==> src/rtl/adc_pkg.sv <==
// Shared encodings for the ADC SPI engine: modes, FSM states,
// register-frame constants and status bit positions.
package adc_pkg;

  typedef enum logic [1:0] {
    MODE_CNV     = 2'b00,
    MODE_ONCE    = 2'b01,
    MODE_PERSIST = 2'b11
  } mode_t;

  typedef enum logic [1:0] {
    ST_IDLE  = 2'd0,
    ST_CSH   = 2'd1,
    ST_FRAME = 2'd2
  } state_t;

  localparam logic [23:0] EXIT_REG    = 24'h800141;
  localparam logic [2:0]  PERSIST_PFX = 3'b101;

  localparam int STAT_BUSY  = 0;
  localparam int STAT_REGP  = 1;
  localparam int STAT_MODE  = 2;
  localparam int STAT_TRIGP = 4;
  localparam int STAT_OVR   = 8;
  localparam int STAT_MISS  = 16;
  localparam int STAT_RB    = 24;

endpackage

==> src/rtl/adc_spi_engine_sck_gen.sv <==
// SCK divider: toggles sck every SCK_DIV aclk cycles while enabled
// and flags the aclk on which each sck edge is launched.
module adc_sck_gen #(
  parameter int SCK_DIV = 1
) (
  input  logic aclk,
  input  logic aresetn,
  input  logic en,
  output logic sck,
  output logic rise_stb,
  output logic fall_stb
);

  localparam int CW = SCK_DIV > 1 ? $clog2(SCK_DIV) : 1;

  logic [CW-1:0] cnt;
  logic          tick;

  assign tick     = en && (cnt == CW'(SCK_DIV - 1));
  assign rise_stb = tick && !sck;
  assign fall_stb = tick && sck;

  always_ff @(posedge aclk) begin
    if (!aresetn || !en) begin
      cnt <= '0;
      sck <= 1'b0;
    end else if (tick) begin
      cnt <= '0;
      sck <= ~sck;
    end else begin
      cnt <= cnt + 1'b1;
    end
  end

endmodule

==> src/rtl/adc_spi_engine.sv <==
// ADC SPI manager: multi-lane conversion readout, register access with
// readback, trigger queuing and overrun/missed-trigger accounting.
module adc_spi_engine
  import adc_pkg::*;
#(
  parameter int NUM_SDI    = 4,
  parameter int CNV_WIDTH  = 32,
  parameter int REG_WIDTH  = 24,
  parameter int SCK_DIV    = 1,
  parameter int CSH_CYCLES = 2
) (
  input  logic                 aclk,
  input  logic                 aresetn,
  input  logic                 trigger,
  input  logic [NUM_SDI-1:0]   spi_sdi,
  output logic                 spi_sdo,
  output logic                 spi_csn,
  output logic                 spi_sck,
  output logic                 spi_resetn,
  input  logic [31:0]          s_axis_tdata,
  input  logic                 s_axis_tvalid,
  output logic                 s_axis_tready,
  output logic [CNV_WIDTH-1:0] m_axis_tdata,
  output logic                 m_axis_tvalid,
  input  logic                 m_axis_tready,
  output logic [7:0]           m_axis_reg_tdata,
  output logic                 m_axis_reg_tvalid,
  input  logic                 m_axis_reg_tready,
  output logic [31:0]          status
);

  localparam int CNV_BEATS = CNV_WIDTH / NUM_SDI;
  localparam int MAX_BEATS = CNV_BEATS > REG_WIDTH ? CNV_BEATS : REG_WIDTH;
  localparam int BW        = $clog2(MAX_BEATS + 1);
  localparam int CW        = $clog2(CSH_CYCLES + 2);

  state_t               state;
  mode_t                mode;
  logic                 is_reg;
  logic                 sck_en;
  logic                 rise_stb;
  logic                 fall_stb;
  logic [BW-1:0]        beat_cnt;
  logic [CW-1:0]        csh_cnt;
  logic [CNV_WIDTH-1:0] cnv_sr;
  logic [REG_WIDTH-1:0] tx_sr;
  logic [REG_WIDTH-1:0] reg_frame;
  logic [7:0]           rx_sr;
  logic                 reg_rb;
  logic                 reg_pending;
  logic                 trig_pending;
  logic [7:0]           overrun_cnt;
  logic [7:0]           missed_cnt;
  logic                 last_beat;
  logic                 cnv_start;
  logic                 s_acc;
  logic                 unused_tdata;

  assign unused_tdata  = ^s_axis_tdata[31:REG_WIDTH+1];
  assign spi_resetn    = aresetn;
  assign sck_en        = state == ST_FRAME;
  assign s_axis_tready = !reg_pending && !(sck_en && is_reg);
  assign s_acc         = s_axis_tvalid && s_axis_tready;
  assign last_beat     = fall_stb &&
    (beat_cnt == BW'(is_reg ? REG_WIDTH - 1 : CNV_BEATS - 1));
  assign cnv_start     = state == ST_IDLE && mode == MODE_CNV &&
    (trigger || trig_pending);

  adc_sck_gen #(
    .SCK_DIV (SCK_DIV)
  ) u_sck (
    .aclk     (aclk),
    .aresetn  (aresetn),
    .en       (sck_en),
    .sck      (spi_sck),
    .rise_stb (rise_stb),
    .fall_stb (fall_stb)
  );

  always_comb begin
    status                     = '0;
    status[STAT_BUSY]          = state != ST_IDLE;
    status[STAT_REGP]          = reg_pending;
    status[STAT_MODE +: 2]     = mode;
    status[STAT_TRIGP]         = trig_pending;
    status[STAT_OVR +: 8]      = overrun_cnt;
    status[STAT_MISS +: 8]     = missed_cnt;
    status[STAT_RB +: 8]       = m_axis_reg_tdata;
  end

  always_ff @(posedge aclk) begin
    if (!aresetn) begin
      state             <= ST_IDLE;
      mode              <= MODE_CNV;
      is_reg            <= 1'b0;
      beat_cnt          <= '0;
      csh_cnt           <= '0;
      cnv_sr            <= '0;
      tx_sr             <= '0;
      rx_sr             <= '0;
      reg_frame         <= '0;
      reg_rb            <= 1'b0;
      reg_pending       <= 1'b0;
      trig_pending      <= 1'b0;
      overrun_cnt       <= '0;
      missed_cnt        <= '0;
      spi_csn           <= 1'b1;
      spi_sdo           <= 1'b0;
      m_axis_tdata      <= '0;
      m_axis_tvalid     <= 1'b0;
      m_axis_reg_tdata  <= '0;
      m_axis_reg_tvalid <= 1'b0;
    end else begin
      if (m_axis_tvalid && m_axis_tready)
        m_axis_tvalid <= 1'b0;
      if (m_axis_reg_tvalid && m_axis_reg_tready)
        m_axis_reg_tvalid <= 1'b0;

      if (s_acc) begin
        reg_frame   <= s_axis_tdata[REG_WIDTH-1:0];
        reg_rb      <= s_axis_tdata[REG_WIDTH];
        reg_pending <= 1'b1;
        if (mode == MODE_CNV)
          mode <= MODE_ONCE;
      end

      // one-deep queue while busy; anything beyond it is a missed trigger
      if (trigger) begin
        if (mode != MODE_CNV || (state != ST_IDLE && trig_pending)) begin
          if (missed_cnt != 8'hff)
            missed_cnt <= missed_cnt + 8'd1;
        end else if (state != ST_IDLE) begin
          trig_pending <= 1'b1;
        end
      end

      unique case (state)
        ST_IDLE: begin
          if (cnv_start) begin
            state        <= ST_FRAME;
            spi_csn      <= 1'b0;
            is_reg       <= 1'b0;
            beat_cnt     <= '0;
            trig_pending <= trig_pending && trigger;
          end else if (reg_pending) begin
            state       <= ST_FRAME;
            spi_csn     <= 1'b0;
            is_reg      <= 1'b1;
            beat_cnt    <= '0;
            reg_pending <= 1'b0;
            spi_sdo     <= reg_frame[REG_WIDTH-1];
            tx_sr       <= reg_frame << 1;
          end
        end
        ST_FRAME: begin
          if (rise_stb) begin
            if (is_reg)
              rx_sr <= {rx_sr[6:0], spi_sdi[0]};
            else
              cnv_sr <= {cnv_sr[CNV_WIDTH-1-NUM_SDI:0], spi_sdi};
          end
          if (fall_stb) begin
            beat_cnt <= beat_cnt + 1'b1;
            if (is_reg) begin
              spi_sdo <= tx_sr[REG_WIDTH-1];
              tx_sr   <= tx_sr << 1;
            end
          end
          if (last_beat) begin
            state   <= ST_CSH;
            csh_cnt <= '0;
            spi_csn <= 1'b1;
            spi_sdo <= 1'b0;
            if (is_reg) begin
              if (reg_frame[REG_WIDTH-1 -: 3] == PERSIST_PFX)
                mode <= MODE_PERSIST;
              else if (reg_frame == REG_WIDTH'(EXIT_REG) ||
                       mode == MODE_ONCE)
                mode <= MODE_CNV;
              if (reg_rb) begin
                m_axis_reg_tdata  <= rx_sr;
                m_axis_reg_tvalid <= 1'b1;
              end
            end else begin
              m_axis_tdata  <= cnv_sr;
              m_axis_tvalid <= 1'b1;
              if (m_axis_tvalid && !m_axis_tready &&
                  overrun_cnt != 8'hff)
                overrun_cnt <= overrun_cnt + 8'd1;
            end
          end
        end
        ST_CSH: begin
          if (csh_cnt == CW'(CSH_CYCLES - 1))
            state <= ST_IDLE;
          else
            csh_cnt <= csh_cnt + 1'b1;
        end
        default: state <= ST_IDLE;
      endcase
    end
  end

endmodule

==> config.mk <==
export PLATFORM = sky130hd
export DESIGN_NAME = adc_spi_engine
export DESIGN_NICKNAME = d
export VERILOG_FILES = /design/src/rtl/adc_pkg.sv /design/src/rtl/adc_spi_engine_sck_gen.sv /design/src/rtl/adc_spi_engine.sv
export SDC_FILE = /design/constraint.sdc
export NUM_CORES = 1
export LEC_CHECK = 0
export ABC_CLOCK_PERIOD_IN_PS = 2000
export CAP_MARGIN = 5
export CORE_MARGIN = 1.5
export CORE_UTILIZATION = 52
export DETAILED_ROUTE_END_ITERATION = 6
export PLACE_DENSITY = 0.9
export SLEW_MARGIN = 5
export SYNTH_ARGS = -nofsm -noshare
export SYNTH_HDL_FRONTEND = slang
export SYNTH_SLANG_ARGS = --single-unit
==> constraint.sdc <==
create_clock -name aclk -period 2 [get_ports aclk]
set_input_delay 0.2 -clock aclk [delete_from_list [all_inputs] [get_ports aclk]]
set_output_delay 0.2 -clock aclk [all_outputs]
set_load 0.05 [all_outputs]
==> key figures <==
Yosys
  – Mapped cell area: roughly 0.0067 mm2
  – Most used DFF post-synth: dfxtp_1
  – Async SR Flop Fraction: 0%
  – EDFF count, synth: 0
  – Syn Inst Count: 825
  – Synth cell types: 53
  – Synth warn: 0
  – Yosys reg bits: between 150 and 200
  – Post-Syn Area per Cell: 8.12 um2
  – Seq/Total Area, Yosys: between 40% and 50%

Worst setup path
  – Delay-heaviest family, CP: buffers and inverters
  – Worst path depth: 1
  – CP Launch Type: flop
  – Setup CP Type: reg2out
  – Critical path's slowest cell: clkdlybuf4s50_1
  – Required time of the worst setup path: between 1.5 and 2 ns
  – R2R depth: 6
  – Largest stage delay, worst path: between 0.8 and 0.9 ns
  – R2r setup slk: approximately 0.13 ns
  – CP endpoint kind: output pin
  – Worst Path Arrival: 1.79 ns
  – CP cell instances: clkdlybuf4s50_1
  – Worst setup path startpoint: overrun_cnt[3]$_SDFFE_PN0P_
  – Worst reg2reg endpoint: overrun_cnt[0]$_SDFFE_PN0P_
  – WP buf/inv: 1
  – Crit path max fanout: 7
  – End of the critical path: status[11]
  – R2R Path Start: beat_cnt[0]$_SDFFE_PN0P_

Timing
  – # setup viols final: 0
  – Max Clock Skew: around 0.015 ns
  – Max Fclk: roughly 0.50 GHz
  – Worst Hold Slack: around 0.32 ns
  – Fin crit period: around 2 ns
  – Max-slew violations: 0
  – Final Hold Vio Count: 0
  – Max_slew headroom: between 60 and 70%
  – Setup TNS: 0 ns
  – Final period utilization: 99.3%
  – Worst-margin pin slew: 0.548 ns

Cells and area
  – Leading cell type in the layout, fill and taps excluded: nand2_1
  – Post-Layout Cell Count: about 1100
  – Share of layout cells above drive strength 1: between 8 and 9%
  – Most frequent cells in the layout: nand2_1, dfxtp_1, a21oi_1
  – Nets: between 900 and 1000
  – Ant diodes: 0
  – Area grow syn2layout: 28.1%
  – Biggest registers after layout: cnv_sr: 32 flops, m_axis_tdata: 32 flops, reg_frame: 24 flops
  – Design area: ~0.0086 mm2

Floorplanning
  – Die Area: 0.0136 mm2
  – Die X: 117 um
  – Die Y: between 100 and 150 um
  – Core area: 0.0126 mm2
  – # rows: just over 40
  – Effective utilization at floorplan: between 50 and 60%
  – Ports: about 120

Place
  – DP Wirelength: between 10000 and 15000 um
  – Placed inst area: 0.00793 mm2
  – Gpl congestion: around 0.84
  – Inst Count DP: 1066
  – PortBufs: between 100 and 150

Global route
  – First-pass GRT wire length: ~27000 um
  – Initial antenna violation count: 0
  – Vias in the first global route: between 5000 and 6000
  – GRT overflow: 0
  – GRT Util Overall: 25.1%
  – Largest net degree at the start of global routing: 50

Power and ir drop
  – Worst vdd ir: about 0.00066 V
  – PwrDens: 894 mW/mm2
  – P_leak: approximately 3 nW
  – Tot Pwr: around 0.0077 W

Clock network
  – CTS H-Tree Depth: 4
  – Clock transition at path regs: approximately 0.07 ns
  – Clock Tree Buf Depth: 2
  – CTS Sinks: 164
  – TritonCTS buffer count: 17
  – TritonCTS clock tree: built
  – Root buffer cell: clkbuf_16
  – Clk_lat worst skew: roughly 0.43 ns

Drt
  – Router iterations before antenna repair: 5
  – Drt initial violations: around 600
  – Via count: 6214
  – Wirelength per Cell: around 15 um
  – Routed Antenna Nets: 0
  – DRT Wirelength: 16600 um
  – Vias per cell: approximately 5.6
  – # DRC: 0

Status
  – Outcome: complete, no violations

Flow run
  – Max-capacitance violation count: 0

Min path
  – HP Class: in2reg
==> power by group <==
group	switching, W	internal (W)	total [W]
Clock	0.00145	0.00203	0.00348
Combinational	0.000450	0.000289	0.000739
Sequential	0.0000878	0.00337	0.00345
==> logic make-up (layout without fill, tap and decap cells) <==
kind of cell / after synthesis / in the layout / synth area share [%]
multiplexers: 12 / 12 / 1.81
XOR/XNOR: 1 / 1 / 0.131
flip-flops: 164 / 164 / 49.0
buffers and inverters: 82 / 183 / 6.29
adder cells (fa/ha/maj): 4 / 4 / 0.747
other: 1 / 4 / 0.0560
AO/OA/AOI/OAI: 189 / 189 / 16.7
AND/OR/NAND/NOR: 372 / 372 / 25.3
==> worst reg2reg max path: stages (launching register included) <==
cell and delay (ns):
dfxtp_1 0.37, ha_1 0.23, and4b_1 0.23, nand4_1 0.25, buf_4 0.25, or4_1 0.39
o21ai_0 0.09
==> timing repair <==
action | in CTS | in global routing
gates resized for setup | 1 | 0
buffers inserted | 0 | 3
hold buffers | 0 | 0
setup endpoints to repair | 1 | 2
pin swaps | 0 | 0
==> synthesized netlist by cell type (10+ instances only) <==
master      n  area [um2]
or4_1      10        75.1
buf_4      15         113
clkbuf_1   39         146
o21ai_0    15        75.1
dfxtp_1   164        3280
mux2i_1    11         110
a21oi_1   121         606
a311oi_1   23         201
nor2_1     19        71.3
nor3_1     26         130
nand2_1   243         912
buf_2      10        50.1
nand3_1    22         110
==> how the worst min path moves through the flow <==
stage	to	slack (ns)	depth (start not counted)	startpoint
after global placement	m_axis_tdata[30]$_SDFFE_PN0P_	0.44	2	cnv_sr[30]$_SDFFE_PN0P_
after detailed placement	m_axis_tdata[4]$_SDFFE_PN0P_	0.45	2	m_axis_tdata[4]$_SDFFE_PN0P_
after global routing	cnv_sr[2]$_SDFFE_PN0P_	0.33	3	spi_sdi[2]
after CTS	cnv_sr[2]$_SDFFE_PN0P_	0.31	3	spi_sdi[2]
final	cnv_sr[2]$_SDFFE_PN0P_	0.32	3	spi_sdi[2]
after floorplan	reg_frame[0]$_SDFFE_PN0N_	0.34	2	s_axis_tdata[0]
==> layout make-up <==
type	count	area, um2
Fill cell	958	4040
Tap cell	172	215
Clock inverter	15	210
Clock buffer	17	425
Timing Repair Buffer	142	1410
Inverter	9	36.3
Multi-Input combinational cell	582	3010
Sequential cell	164	3280
==> routing by layer <==
layer | wire length [um] | vias up | GRT usage (%)
met5 | 0 | - | 0
met4 | 365 | 0 | 10.1
met3 | 1210 | 40 | 7.42
met2 | 7870 | 234 | 39.6
met1 | 7130 | 2913 | 32.3
li1 | - | 3027 | -
==> metrics by stage <==
stage	utilization [%]	worst slack [ns]
2_1_floorplan	-	0.0210
3_3_place_gp	62.8	0.102
3_5_place_dp	62.8	0.0947
4_1_cts	67.8	0.0203
5_1_grt	68.0	-0.0104
6_report	68.0	0.0139
Power figures use the tool's default switching activity.
